===== config.mk =====
export PLATFORM = sky130hd
export DESIGN_NAME = ft245_bus_ctrl
export DESIGN_NICKNAME = d
export VERILOG_FILES = /design/src/rtl/ft245_bus_ctrl.sv
export SDC_FILE = /design/constraint.sdc
export NUM_CORES = 1
export LEC_CHECK = 0
export ABC_AREA = 1
export BUFFER_PORTS_ARGS = -buffer_cell sky130_fd_sc_hd__buf_2
export CAP_MARGIN = 40
export CORE_UTILIZATION = 26
export DETAILED_ROUTE_END_ITERATION = 16
export SLEW_MARGIN = 20
export SYNTH_ARGS = -nofsm -noshare
export SYNTH_HDL_FRONTEND = slang
export SYNTH_SLANG_ARGS = --single-unit

===== constraint.sdc =====
create_clock -name clk100 -period 2.9 [get_ports clk100]
set_input_delay 0.29 -clock clk100 [delete_from_list [all_inputs] [get_ports clk100]]
set_output_delay 0.29 -clock clk100 [all_outputs]
set_load 0.1 [all_outputs]

===== src/rtl/ft245_bus_ctrl.sv =====
// FT245-style asynchronous FIFO bus sequencer: arbitrates the shared 8-bit bus between
// host->fabric reads and fabric->host writes, exposing both as valid/ready byte streams.
module ft245_bus_ctrl #(
  parameter int RD_PULSE = 5,
  parameter int WR_SETUP = 2,
  parameter int WR_PULSE = 5,
  parameter int WR_HOLD  = 2,
  parameter int RECOVERY = 8
) (
  input  logic       clk100,
  input  logic       rst_n,
  input  logic       FT_RX_Full_n,
  input  logic       FT_TX_Enable_n,
  input  logic       FT_PWR_n,
  input  logic [7:0] FT_DATA_IN,
  output logic [7:0] FT_DATA_OUT,
  output logic [7:0] FT_DATA_OE,
  output logic       FT_RD_Strobe_n,
  output logic       FT_WR_Strobe,
  output logic [7:0] rx_data,
  output logic       rx_valid,
  input  logic       rx_ready,
  input  logic [7:0] tx_data,
  input  logic       tx_valid,
  output logic       tx_ready,
  output logic       busy
);

  // state      | meaning
  // S_IDLE     | waiting for a request, arbitrates RX/TX
  // S_RD_ACT   | read strobe low, byte sampled on final cycle
  // S_WR_SETUP | data and OE driven ahead of the write strobe
  // S_WR_ACT   | write strobe high
  // S_WR_HLD   | strobe low, data and OE held
  // S_RECOV    | bus released, flags allowed to re-synchronise
  localparam logic [2:0] S_IDLE     = 3'd0;
  localparam logic [2:0] S_RD_ACT   = 3'd1;
  localparam logic [2:0] S_WR_SETUP = 3'd2;
  localparam logic [2:0] S_WR_ACT   = 3'd3;
  localparam logic [2:0] S_WR_HLD   = 3'd4;
  localparam logic [2:0] S_RECOV    = 3'd5;

  localparam int CNT_W = 8;
  localparam logic [CNT_W-1:0] RD_CNT  = CNT_W'(RD_PULSE - 1);
  localparam logic [CNT_W-1:0] SU_CNT  = CNT_W'(WR_SETUP - 1);
  localparam logic [CNT_W-1:0] WP_CNT  = CNT_W'(WR_PULSE - 1);
  localparam logic [CNT_W-1:0] HLD_CNT = CNT_W'(WR_HOLD - 1);
  localparam logic [CNT_W-1:0] REC_CNT = CNT_W'(RECOVERY - 1);

  logic [2:0]       state;
  logic [CNT_W-1:0] cnt;
  logic [1:0]       rxf_sync, txe_sync, pwr_sync;
  logic             rxf_s, txe_s, pwr_s;
  logic             last_grant_tx;
  logic             rx_req, tx_req;
  logic             grant_rx, grant_tx;
  logic             oe;

  assign rxf_s = rxf_sync[1];
  assign txe_s = txe_sync[1];
  assign pwr_s = pwr_sync[1];

  assign rx_req = !rxf_s && !pwr_s && !rx_valid;
  assign tx_req = !txe_s && !pwr_s && tx_valid;

  // With both directions pending, the one not served last wins.
  always_comb begin
    grant_rx = 1'b0;
    grant_tx = 1'b0;
    if (state == S_IDLE) begin
      if (rx_req && tx_req) begin
        grant_rx = last_grant_tx;
        grant_tx = !last_grant_tx;
      end else begin
        grant_rx = rx_req;
        grant_tx = tx_req;
      end
    end
  end

  assign busy       = (state != S_IDLE);
  assign FT_DATA_OE = {8{oe}};

  always_ff @(posedge clk100) begin
    if (!rst_n) begin
      state          <= S_IDLE;
      cnt            <= '0;
      rxf_sync       <= 2'b11;
      txe_sync       <= 2'b11;
      pwr_sync       <= 2'b11;
      last_grant_tx  <= 1'b1;
      FT_RD_Strobe_n <= 1'b1;
      FT_WR_Strobe   <= 1'b0;
      FT_DATA_OUT    <= 8'h00;
      oe             <= 1'b0;
      rx_data        <= 8'h00;
      rx_valid       <= 1'b0;
      tx_ready       <= 1'b0;
    end else begin
      rxf_sync <= {rxf_sync[0], FT_RX_Full_n};
      txe_sync <= {txe_sync[0], FT_TX_Enable_n};
      pwr_sync <= {pwr_sync[0], FT_PWR_n};
      tx_ready <= 1'b0;
      if (rx_valid && rx_ready) rx_valid <= 1'b0;

      case (state)
        S_IDLE: begin
          if (grant_rx) begin
            state          <= S_RD_ACT;
            cnt            <= RD_CNT;
            FT_RD_Strobe_n <= 1'b0;
          end else if (grant_tx) begin
            state       <= S_WR_SETUP;
            cnt         <= SU_CNT;
            tx_ready    <= 1'b1;
            FT_DATA_OUT <= tx_data;
            oe          <= 1'b1;
          end
        end
        S_RD_ACT: begin
          if (cnt == '0) begin
            rx_data        <= FT_DATA_IN;
            rx_valid       <= 1'b1;
            FT_RD_Strobe_n <= 1'b1;
            last_grant_tx  <= 1'b0;
            state          <= S_RECOV;
            cnt            <= REC_CNT;
          end else cnt <= cnt - 1'b1;
        end
        S_WR_SETUP: begin
          if (cnt == '0) begin
            FT_WR_Strobe <= 1'b1;
            state        <= S_WR_ACT;
            cnt          <= WP_CNT;
          end else cnt <= cnt - 1'b1;
        end
        S_WR_ACT: begin
          if (cnt == '0) begin
            FT_WR_Strobe <= 1'b0;
            state        <= S_WR_HLD;
            cnt          <= HLD_CNT;
          end else cnt <= cnt - 1'b1;
        end
        S_WR_HLD: begin
          if (cnt == '0) begin
            oe            <= 1'b0;
            last_grant_tx <= 1'b1;
            state         <= S_RECOV;
            cnt           <= REC_CNT;
          end else cnt <= cnt - 1'b1;
        end
        S_RECOV: begin
          if (cnt == '0) state <= S_IDLE;
          else cnt <= cnt - 1'b1;
        end
        default: state <= S_IDLE;
      endcase
    end
  end

endmodule

After elaboration in Yosys (flattened, before gate mapping)
Index checks and enable logic that the tools add are counted.
{"block": "word_totals", "regBits": 39, "input_bits": 23, "out_inout_bits": 29, "elab_cells": 93}
{"block": "classes", "addsub": 1, "n_eq_ne": 16, "muxes": 31, "n_bitwise": 3, "n_reduce_logical": 29}
{"cell": "$mux 8", "count": 6}
{"cell": "$pmux 8 s5", "count": 1}
{"cell": "$mux 3", "count": 6}
{"cell": "$ne 2x2->1 const B", "count": 9}
{"cell": "$pmux 3 s5", "count": 1}
{"cell": "$reduce_and 3->1", "count": 5}
{"cell": "$mux 1", "count": 13}
{"cell": "$logic_not 8->1", "count": 1}
{"cell": "$pmux 1 s2", "count": 4}
{"cell": "$reduce_bool 2->1", "count": 4}
{"cell": "$sub 8x1->8 const B", "count": 1}
{"cell": "$eq 3x2->1 const B", "count": 2}
{"cell": "$eq 3x3->1 const B", "count": 2}
{"cell": "$logic_and 1x1->1", "count": 6}
{"cell": "$logic_not 1->1", "count": 5}
{"cell": "$reduce_and 5->1", "count": 1}
{"cell": "$reduce_bool 5->1", "count": 1}
{"cell": "$reduce_and 4->1", "count": 1}
{"cell": "$eq 3x1->1 const B", "count": 1}
{"cell": "$logic_not 3->1", "count": 1}
{"cell": "$ne 3x3->1 const B", "count": 1}
{"cell": "$not 1->1", "count": 3}
{"cell": "$reduce_bool 3->1", "count": 1}
{"cell": "$reduce_or 3->1", "count": 1}
{"cell": "other kinds (3)", "count": 3}

Depth between registers and ports, before layout
Gate-level depths: netlist of the first run.
{"block": "logic_depth", "ltp_word": 9, "ltp_mapped": 11, "ltp_nobuf": 11}

Least setup slack after synthesis of the first run
No wires, ideal clock.
{"block": "synth_timing", "path_type": "flip-flop to flip-flop", "start": "register rx_valid", "end": "register cnt[2]", "setup_ps": 117, "t_arrival_ps": 1929, "slack_ps": 854, "stages_incl_launch_ff": 11, "path_buffers": 1, "path_cell_list": "dfxtp_1 -> inv_1 -> nand2_1 -> nor2_1 -> nor2_4 -> nor2_2 -> nor2_4 -> buf_6 -> nand2_1 -> a21oi_1 -> nor2_1"}
{"block": "synth_via", "elab_chain_len": 7, "elab_cells_between_ends": 11}
{"element": "start: declaration", "line": "21", "source": "output logic rx_valid,"}
{"element": "start signal: assignment", "line": "97", "source": "rx_valid <= 1'b0;"}
{"element": "start signal: assignment", "line": "104", "source": "if (rx_valid && rx_ready) rx_valid <= 1'b0;"}
{"element": "start signal: assignment", "line": "123", "source": "rx_valid <= 1'b1;"}
{"element": "$logic_not 1->1 *", "line": "63", "source": "assign rx_req = !rxf_s && !pwr_s && !rx_valid;"}
{"element": "$logic_and 1x1->1 *", "line": "63"}
{"element": "$logic_and 1x1->1", "line": "71", "source": "if (rx_req && tx_req) begin"}
{"element": "$mux 1", "line": "71"}
{"element": "$mux 1", "line": "70", "source": "if (state == S_IDLE) begin"}
{"element": "$mux 8 / $ne 3x3->1 (equally long branches)"}
{"element": "$pmux 8 s5 / $reduce_and 3->1 (equally long branches)"}
{"element": "end signal: assignment", "line": "128", "source": "end else cnt <= cnt - 1'b1;"}
{"element": "end signal: assignment", "line": "135", "source": "end else cnt <= cnt - 1'b1;"}
{"element": "end signal: assignment", "line": "142", "source": "end else cnt <= cnt - 1'b1;"}
{"element": "end: declaration", "line": "51", "source": "logic [CNT_W-1:0] cnt;"}
Every way passes the cells marked *; elsewhere a longest branch is shown, timed or not.
A chain may end at the register's enable or synchronous reset.

Worst setup path after layout of the first run
{"block": "layout_timing", "start": "register cnt[0]", "end": "register cnt[1]"}
{"block": "layout_via", "elab_chain_len": 3, "elab_cells_between_ends": 9}
{"element": "$sub 8x1->8 / $logic_not 8->1 (equally long branches)"}
{"element": "$mux 8 (tied with other cells)", "line": "153", "source": "if (cnt == '0) state <= S_IDLE;"}
{"element": "$pmux 8 s5 / $reduce_and 3->1 (equally long branches)"}
Parallel ways exist; a longest one is shown, timed or not. The select of a mux whose other input is x is not followed.

==> results.yml, run 1 <==
synthesis:
  async_flop_share_pct: 0
  synth_largest_area_cell: "dfxtp_1"
  synth_seq_area_share_pct: 43.2
  syn_area_um2: 1810
  ys_ff_latch: 39
  synth_cells: 261
  yosysMostFrequentCell: "nor2_1"
  synth_top_area_share_pct: 43.2
  synth_flop_cell: "dfxtp_1"
  synth-edff-count: 0
  avgSynthCellArea_um2: 6.92
  synthTopCellsByArea: "dfxtp_1 (43%), nor2_1 (13%), nand2_1 (9.1%)"
  synth_cell_type_count: 23
  syn_nets: 286
  yosysWarnings: 0
  synth_common_cells: "nor2_1 (62), nand2_1 (44), dfxtp_1 (39), inv_1 (26), o21ai_0 (24)"
drt:
  drt_first_pass_iters: 5
  via_per_inst: 4.32
  ant_nets: 0
  drc: 0
  drtIter0Drc: 77
  wl_per_cell_um: 10.6
  via_count: 1673
  wirelength_um: 4110
floorplan:
  rows: 30
  dieArea_um2: 7290
  pin_count: 52
  start_util_pct: 26.7
  fp.coreArea_um2: 6760
  die_w_um: 85.4
  die_h_um: 85.4
final_layout:
  final_nets: 331
  area_growth_pct: 21.7
  n_fill_cell: 726
  antenna_cells: 0
  fin_cells: 387
  final_layout_size_suffix_gt1_share_pct: 24.4
power:
  powerDensity_nw_per_um2: 1210
  ir_worst_vdd_v: 0.000310
  p_leak_nw: 1.13
cts:
  post_cts.repair.setup_buffers: 0
  root_buffer: "clkbuf_8"
  clock_path_buffers: 2
  cts_tree: "done"
  cts_buffers: 5
  cts_resized: 0
  ctsHtreeMaxLevel: 2
  postCtsHoldBufs: 0
  cts_sinks: 39
  clk_latency_ns: 0.29
  clkTransAtPathRegs_ns: 0.08
sta:
  slew-limit-headroom_pct: 56.7
  rsz0062_at_grt: "no"
  maxSlewViolCount: 0
  tightest_slew_ns: 0.644
  hold_violations: 0
  layout_min_cycle_time_ns: 1.82
  setup_viol: 0
  tns_ns: 0
  timing.final.crit_share_pct: 62.9
  maxClockFrequency_mhz: 548
  fin_ws_ns: 1.08
  fin_skew_ns: 0.00506
global_route:
  met3_usage_pct: 3.60
  overflow: 0
  grt_use_total_pct: 12.1
  grt_start_max_net_pins: 28
  grt_pass1_wl_um: 6970
  grt_pass1_vias: 1547
  gr-usage-met1_pct: 15.4
  antenna_found_initial: 0
  grt-busiest-layer: "met2"
  gr-usage-met2_pct: 19.3
setup_path:
  max_stage_delay_ns: 0.34
  critPathSlowestCell: "dfxtp_1"
  reg2regPathDepth: 11
  crit_fanout: 12
  end_kind: "flip-flop"
  required_ns: 3.13
  critical_path_class: "reg2reg"
  crit_chain: "inv_1 -> ha_1 -> nand3_1 -> inv_1 -> nand2_1 -> nor2_1 -> buf_4 -> clkinv_1 -> nand3_1 -> a21oi_1 -> nor2_1"
  cp-start-kind: "flip-flop"
  cp_data_arrival_time_ns: 2.05
status:
  outcome: "finished clean"
placed_design:
  pre_cts_ws_ns: 1.08
  gp_congestion: 0.892
  numPlacedInstances: 379
  port_buffers: 51
  dpl.hpwl_um: 2870
flow_run:
  drv_cap: 0
hold_path:
  whs_path_depth: 2
  hold_path.class: "in2reg"
[worst paths after layout]
kind	from	endpoint	slack [ns]
min	FT_PWR_n	pwr_sync[0]	0.18
min reg2reg	txe_sync[0]	txe_sync[1]	0.42
max	cnt[0]	cnt[1]	1.08
max reg2reg	cnt[0]	cnt[1]	1.08
[registers in the layout, indices dropped and copies added (netlist names)]
signal / count
FT_DATA_OUT: 8
FT_RD_Strobe_n: 1
FT_WR_Strobe: 1
cnt: 8
last_grant_tx: 1
oe: 1
pwr_sync: 2
rx_data: 8
rx_valid: 1
rxf_sync: 2
state: 3
tx_ready: 1
txe_sync: 2
[metal layers]
| metal | vias up | routed length, um |
|---|---|---|
| li1 | 895 | - |
| met1 | 728 | 1990 |
| met2 | 43 | 1820 |
| met3 | 7 | 227 |
| met4 | 0 | 73 |
| met5 | - | 0 |
[cell usage in the layout (no fill, tap or decap), drive strengths merged]
cell type / synthesis / routed
nor3: 2 / 2
dfxtp: 39 / 39
inv: 28 / 29
or2: 7 / 7
o21ai: 24 / 24
ha: 2 / 2
nand2: 46 / 46
a21oi: 14 / 14
xnor2: 1 / 1
buf: 10 / 52
nor2: 66 / 66
clkinv: 1 / 1
o31ai: 1 / 1
bufinv: 0 / 1
nand3: 13 / 13
o211ai: 1 / 1
clkbuf: 4 / 6
xor2: 2 / 2
[cell type report]
| cell class | instances | area [um2] | share of cell area, % |
|---|---|---|---|
| repair buffers | 52 | 263 | 11.9 |
| inverters | 29 | 109 | 4.95 |
| flip-flops and latches | 39 | 781 | 35.5 |
| well taps | 80 | 100 | 4.55 |
| clock inverters | 2 | 38.8 | 1.76 |
| multi-input cells | 179 | 826 | 37.5 |
| clock buffers | 6 | 82.6 | 3.75 |
[critical path, delay by kind of cell, from the launching register on]
| kind | cells | cell delay (ns) |
|---|---|---|
| and+or+nand+nor | 5 | 0.57 |
| AOI/OAI and AO/OA | 1 | 0.07 |
| DFF | 1 | 0.34 |
| buffers and inverters | 4 | 0.62 |
| adders and majority gates | 1 | 0.15 |
[kinds of logic after synthesis]
kind of cell | after synthesis | synth area share (%)
AND/OR/NAND/NOR | 134 | 31.5
buffers and inverters | 43 | 11.1
AO/OA/AOI/OAI | 40 | 11.4
flip-flops | 39 | 43.2
XOR/XNOR | 3 | 1.45
adder cells (fa/ha/maj) | 2 | 1.38
[through the flow]
step	utilization, %	power [W]	cell area (um2)	hold slack [ns]
after floorplan	-	0.00194	1810	0.393
after global placement	30.8	0.00217	2080	0.398
after detailed placement	30.8	0.00218	2080	0.399
after CTS	32.6	0.00268	2200	0.166
after global routing	32.6	0.00290	2200	0.166
final	32.6	0.00267	2200	0.178
[power by group]
group,internal (W),total (W),switching [W]
Combinational,0.000398,0.00145,0.00105
Clock,0.000283,0.000486,0.000202
Sequential,0.000642,0.000736,0.0000942
Power figures use the tool's default switching activity.
==> run 2, diff against run 1 <==
==> constraint.sdc (replaced) <==
create_clock -name clk100 -period 1.7 [get_ports clk100]
set_input_delay 0.17 -clock clk100 [delete_from_list [all_inputs] [get_ports clk100]]
set_output_delay 0.17 -clock clk100 [all_outputs]
set_load 0.1 [all_outputs]
==> results.yml, run 2 (synthesis results as in run 1) <==
setup_path:
  end_kind: "output port"
  critical_path_class: "reg2out"
  critPathSlowestCell: "dfxtp_1"
  required_ns: 1.53
  cp-start-kind: "flip-flop"
  crit_fanout: 6
  cp_data_arrival_time_ns: 1.42
  crit_chain: "inv_1 -> nand2_2 -> buf_2"
  max_stage_delay_ns: 0.46
  cp.buffers_inverters: 2
  crit_family: "buffers and inverters"
final_layout:
  final_layout_size_suffix_gt1_share_pct: 29.0
  multi_input_area_um2: 843
  reg.largest.list: "FT_DATA_OUT (8), cnt (8), rx_data (8)"
  mostFrequentLayoutCells: "nor2_1 (60), buf_2 (51), nand2_1 (43)"
  area_growth_pct: 27.0
  antenna_cells: 0
  mostFrequentLayoutCell: "nor2_1"
  seq_area_um2: 783
  fin_util_pct: 34.0
  fin_area_um2: 2290
  final_nets: 341
  n_fill_cell: 744
cts:
  root_buffer: "clkbuf_8"
  cts_buffers: 5
  clkTransAtPathRegs_ns: 0.08
  clk_latency_ns: 0.29
  cts_sinks: 39
  cts_tree: "done"
  clock_path_buffers: 2
  ctsHtreeMaxLevel: 2
power:
  p_leak_nw: 1.18
  finalPower_w: 0.00487
  ir_worst_vdd_v: 0.000648
  powerDensity_nw_per_um2: 2120
placed_design:
  gp_congestion: 0.907
  dpl.hpwl_um: 2940
  placed_cell_area_um2: 2110
  port_buffers: 51
hold_path:
  hold_path.class: "in2reg"
sta:
  tightest_slew_ns: 0.495
  fin_skew_ns: 0.00341
  rsz0062_at_grt: "no"
  layout_min_cycle_time_ns: 1.59
  hold_violations: 0
  slew-limit-headroom_pct: 67.2
  timing.final.crit_share_pct: 93.5
  maxClockFrequency_mhz: 629
  setup_viol: 0
  maxSlewViolCount: 0
global_route:
  antenna_found_initial: 0
  grt_pass1_vias: 1603
  grt_start_max_net_pins: 27
  grt_pass1_wl_um: 7180
  grt_use_total_pct: 12.6
  overflow: 0
floorplan:
  rows: 30
  die_w_um: 85.4
  die_h_um: 85.4
  start_util_pct: 26.7
  pin_count: 52
  dieArea_um2: 7290
  fp.coreArea_um2: 6760
drt:
  drtIter0Drc: 105
  via_per_inst: 4.35
  via_count: 1728
  wl_per_cell_um: 10.6
  ant_nets: 0
  drt_first_pass_iters: 4
  drc: 0
  wirelength_um: 4210
flow_run:
  drv_cap: 0
status:
  outcome: "finished clean"
[run 2: cell types whose count changed in the layout (fill, tap and decap cells not counted), moves of 2 or more]
cell and delta:
dfxtp_1 -2, dfxtp_2 +2, buf_4 +10, nor2_1 -2
[run 2: what timing repair did]
item                                    in CTS  in global routing
pin swaps                                    0                  2
setup buffers                                0                  6
hold buffers                                 0                  0
endpoints found under the setup margin       5                 19
cloned                                       0                  0
gates resized for setup                      1                  5
[run 2: layout make-up]
cell class                      count  area share (%)
Multi-Input combinational cell    179            36.8
Sequential cell                    39            34.1
Timing Repair Buffer               62            14.7
Inverter                           29            4.74
Tap cell                           80            4.36
Clock buffer                        6            3.60
Clock inverter                      2            1.69
[run 2: metrics by stage]
stage / worst slack (ns) / std cells / hold slack, ns / setup TNS (ns)
2_1_floorplan: -0.00627 / 261 / 0.277 / -0.00627
3_3_place_gp: 0.0501 / 383 / 0.356 / 0
3_5_place_dp: 0.0263 / 383 / 0.361 / 0
4_1_cts: 0.00373 / 391 / 0.0489 / 0
5_1_grt: 0.00700 / 397 / 0.0502 / 0
6_report: 0.111 / 397 / 0.0563 / 0
[run 2: path summary, 6_finish.rpt]
path / start / end / slack (ns) / cells after the start
worst max-delay path: state[1] / busy / 0.11 / 3
worst min-delay path: FT_PWR_n / pwr_sync[0] / 0.06 / 2
worst max register to register: cnt[0] / oe / 0.12 / 8
worst min register to register: txe_sync[0] / txe_sync[1] / 0.42 / 1
[run 2: worst reg2reg max path, delay by kind of cell (launching register included)]
family,cells,cell delay (ns)
adders and majority gates,1,0.18
buffers and inverters,2,0.19
DFF,1,0.31
AOI/OAI and AO/OA,1,0.14
and+or+nand+nor,4,0.65
[run 2: routing by layer]
metal / vias up / global-route usage (%) / wire length (um)
met5: - / 0 / 0
met3: 6 / 3.60 / 249
met2: 50 / 20.0 / 1940
met1: 762 / 16.0 / 1940
met4: 0 / 5.61 / 72
li1: 910 / - / -
[run 2: power breakdown]
| part | leakage, nW | internal (W) | total (W) | switching (W) |
|---|---|---|---|---|
| sequential | 0.318 | 0.00110 | 0.00125 | 0.000149 |
| combinational | 0.800 | 0.000903 | 0.00279 | 0.00188 |
| clock | 0.0618 | 0.000483 | 0.000835 | 0.000352 |
| total | 1.18 | 0.00248 | 0.00487 | 0.00238 |
==> run 3, diff against run 2 <==
--- a/config.mk
+++ b/config.mk
@@ -8,6 +8,7 @@
 export ABC_AREA = 1
 export BUFFER_PORTS_ARGS = -buffer_cell sky130_fd_sc_hd__buf_2
 export CAP_MARGIN = 40
+export CORE_MARGIN = 2
 export CORE_UTILIZATION = 26
 export DETAILED_ROUTE_END_ITERATION = 16
 export SLEW_MARGIN = 20
==> results.yml, run 3 (synthesis results as in run 1) <==
setup_path:
  critical_path_class: "reg2reg"
  crit_chain: "inv_1 -> ha_1 -> nand3_2 -> nor2_4 -> nand2_1 -> nand2_2 -> nor2_4 -> buf_4 -> nand2_1 -> a21oi_1 -> nor2_1"
  cp-start-kind: "flip-flop"
  crit_family: "simple AND/OR/NAND/NOR gates"
  cp_data_arrival_time_ns: 1.80
  max_stage_delay_ns: 0.33
  crit_fanout: 5
  cp.buffers_inverters: 2
  end_kind: "flip-flop"
  critPathSlowestCell: "dfxtp_1"
  required_ns: 1.88
sta:
  maxClockFrequency_mhz: 620
  setup_viol: 0
  maxSlewViolCount: 0
  hold_violations: 0
  tns_ns: 0
  layout_min_cycle_time_ns: 1.61
  tightest_slew_ns: 0.496
  timing.final.crit_share_pct: 94.9
  fin_skew_ns: 0.00420
  slew-limit-headroom_pct: 67.2
  fin_ws_ns: 0.0867
  timing.hold.ws_ns: 0.0547
drt:
  drc: 0
  ant_nets: 0
  via_count: 1739
  via_per_inst: 4.42
  drt_first_pass_iters: 4
  wirelength_um: 4300
  drtIter0Drc: 129
  wl_per_cell_um: 11.0
global_route:
  antenna_found_initial: 0
  grt_use_total_pct: 11.5
  overflow: 0
  grt_pass1_vias: 1559
  grt_start_max_net_pins: 27
  grt_pass1_wl_um: 6960
cts:
  cts_sinks: 39
  cts_buffers: 5
  cts_tree: "done"
  ctsHtreeMaxLevel: 2
  clock_path_buffers: 2
  clk_latency_ns: 0.29
  clkTransAtPathRegs_ns: 0.08
  root_buffer: "clkbuf_8"
placed_design:
  placed_cell_area_um2: 2110
  numPlacedInstances: 383
  port_buffers: 51
  pre_cts_ws_ns: 0.00624
  dpl.hpwl_um: 3000
  gp_congestion: 0.902
final_layout:
  reg.largest.list: "FT_DATA_OUT (8), cnt (8), rx_data (8)"
  fin_cells: 393
  area_growth_pct: 24.1
  final_nets: 338
  final_layout_size_suffix_gt1_share_pct: 29.4
  mostFrequentLayoutCells: "nor2_1 (60), buf_2 (50), nand2_1 (42)"
  antenna_cells: 0
  mostFrequentLayoutCell: "nor2_1"
  fin_area_um2: 2240
  n_fill_cell: 736
flow_run:
  drv_cap: 0
power:
  ir_worst_vdd_v: 0.000600
  p_leak_nw: 1.15
  powerDensity_nw_per_um2: 2070
floorplan:
  die_h_um: 87.4
  fp.coreArea_um2: 6760
  die_w_um: 87.4
  pin_count: 52
  rows: 30
  start_util_pct: 26.7
  dieArea_um2: 7630
hold_path:
  hold_path.class: "in2reg"
status:
  outcome: "finished clean"
==> run 3: what timing repair did <==
action | 4_1_cts | 5_1_grt
setup endpoints to repair | 1 | 20
cloned | 0 | 1
buffers inserted | 0 | 2
hold buffers | 0 | 0
pin swaps | 1 | 1
gates resized for setup | 0 | 11
==> run 3: path summary, 6_finish.rpt <==
check | from | slack (ns) | endpoint | cells past startpoint
setup / recovery | cnt[0] | 0.09 | cnt[2] | 11
hold / removal | FT_TX_Enable_n | 0.05 | txe_sync[0] | 2
setup reg to reg | cnt[0] | 0.09 | cnt[2] | 11
hold reg to reg | pwr_sync[0] | 0.42 | pwr_sync[1] | 1
==> run 3: power by group <==
group | leakage [nW] | switching, W | internal, W | total, W
combinational | 0.784 | 0.00191 | 0.000852 | 0.00277
clock | 0.0440 | 0.000341 | 0.000281 | 0.000622
sequential | 0.319 | 0.000153 | 0.00110 | 0.00125
total | 1.15 | 0.00241 | 0.00223 | 0.00464
==> run 3: worst reg2reg max path: cells and delay by family, from the launching register on <==
kind                       cells  cell delay (ns)
buffers and inverters          2             0.21
adders and majority gates      1             0.21
DFF                            1             0.33
AOI/OAI and AO/OA              1             0.16
and+or+nand+nor                7             0.59
==> run 3: final cells by class <==
type                    instances  area, um2  area share, %
clock buffers                   5       68.8           3.07
clock inverters                 2       13.8          0.614
inverters                      29        109           4.85
multi-input cells             180        856           38.2
flip-flops and latches         39        785           35.0
well taps                      80        100           4.46
repair buffers                 58        310           13.8
==> run 3: per-layer routing <==
metal  track usage (%)  wire [um]  vias up
li1                  -          -      906
met1              15.1       1910      766
met2              18.1       2010       57
met3              3.41        299       10
met4              3.78         82        0
met5                 0          0        -
==> run 3: through the flow <==
stage	utilization [%]	total power, W
2_1_floorplan	-	0.00332
3_3_place_gp	31.3	0.00377
3_5_place_dp	31.3	0.00377
4_1_cts	32.5	0.00440
5_1_grt	33.2	0.00506
6_report	33.2	0.00464
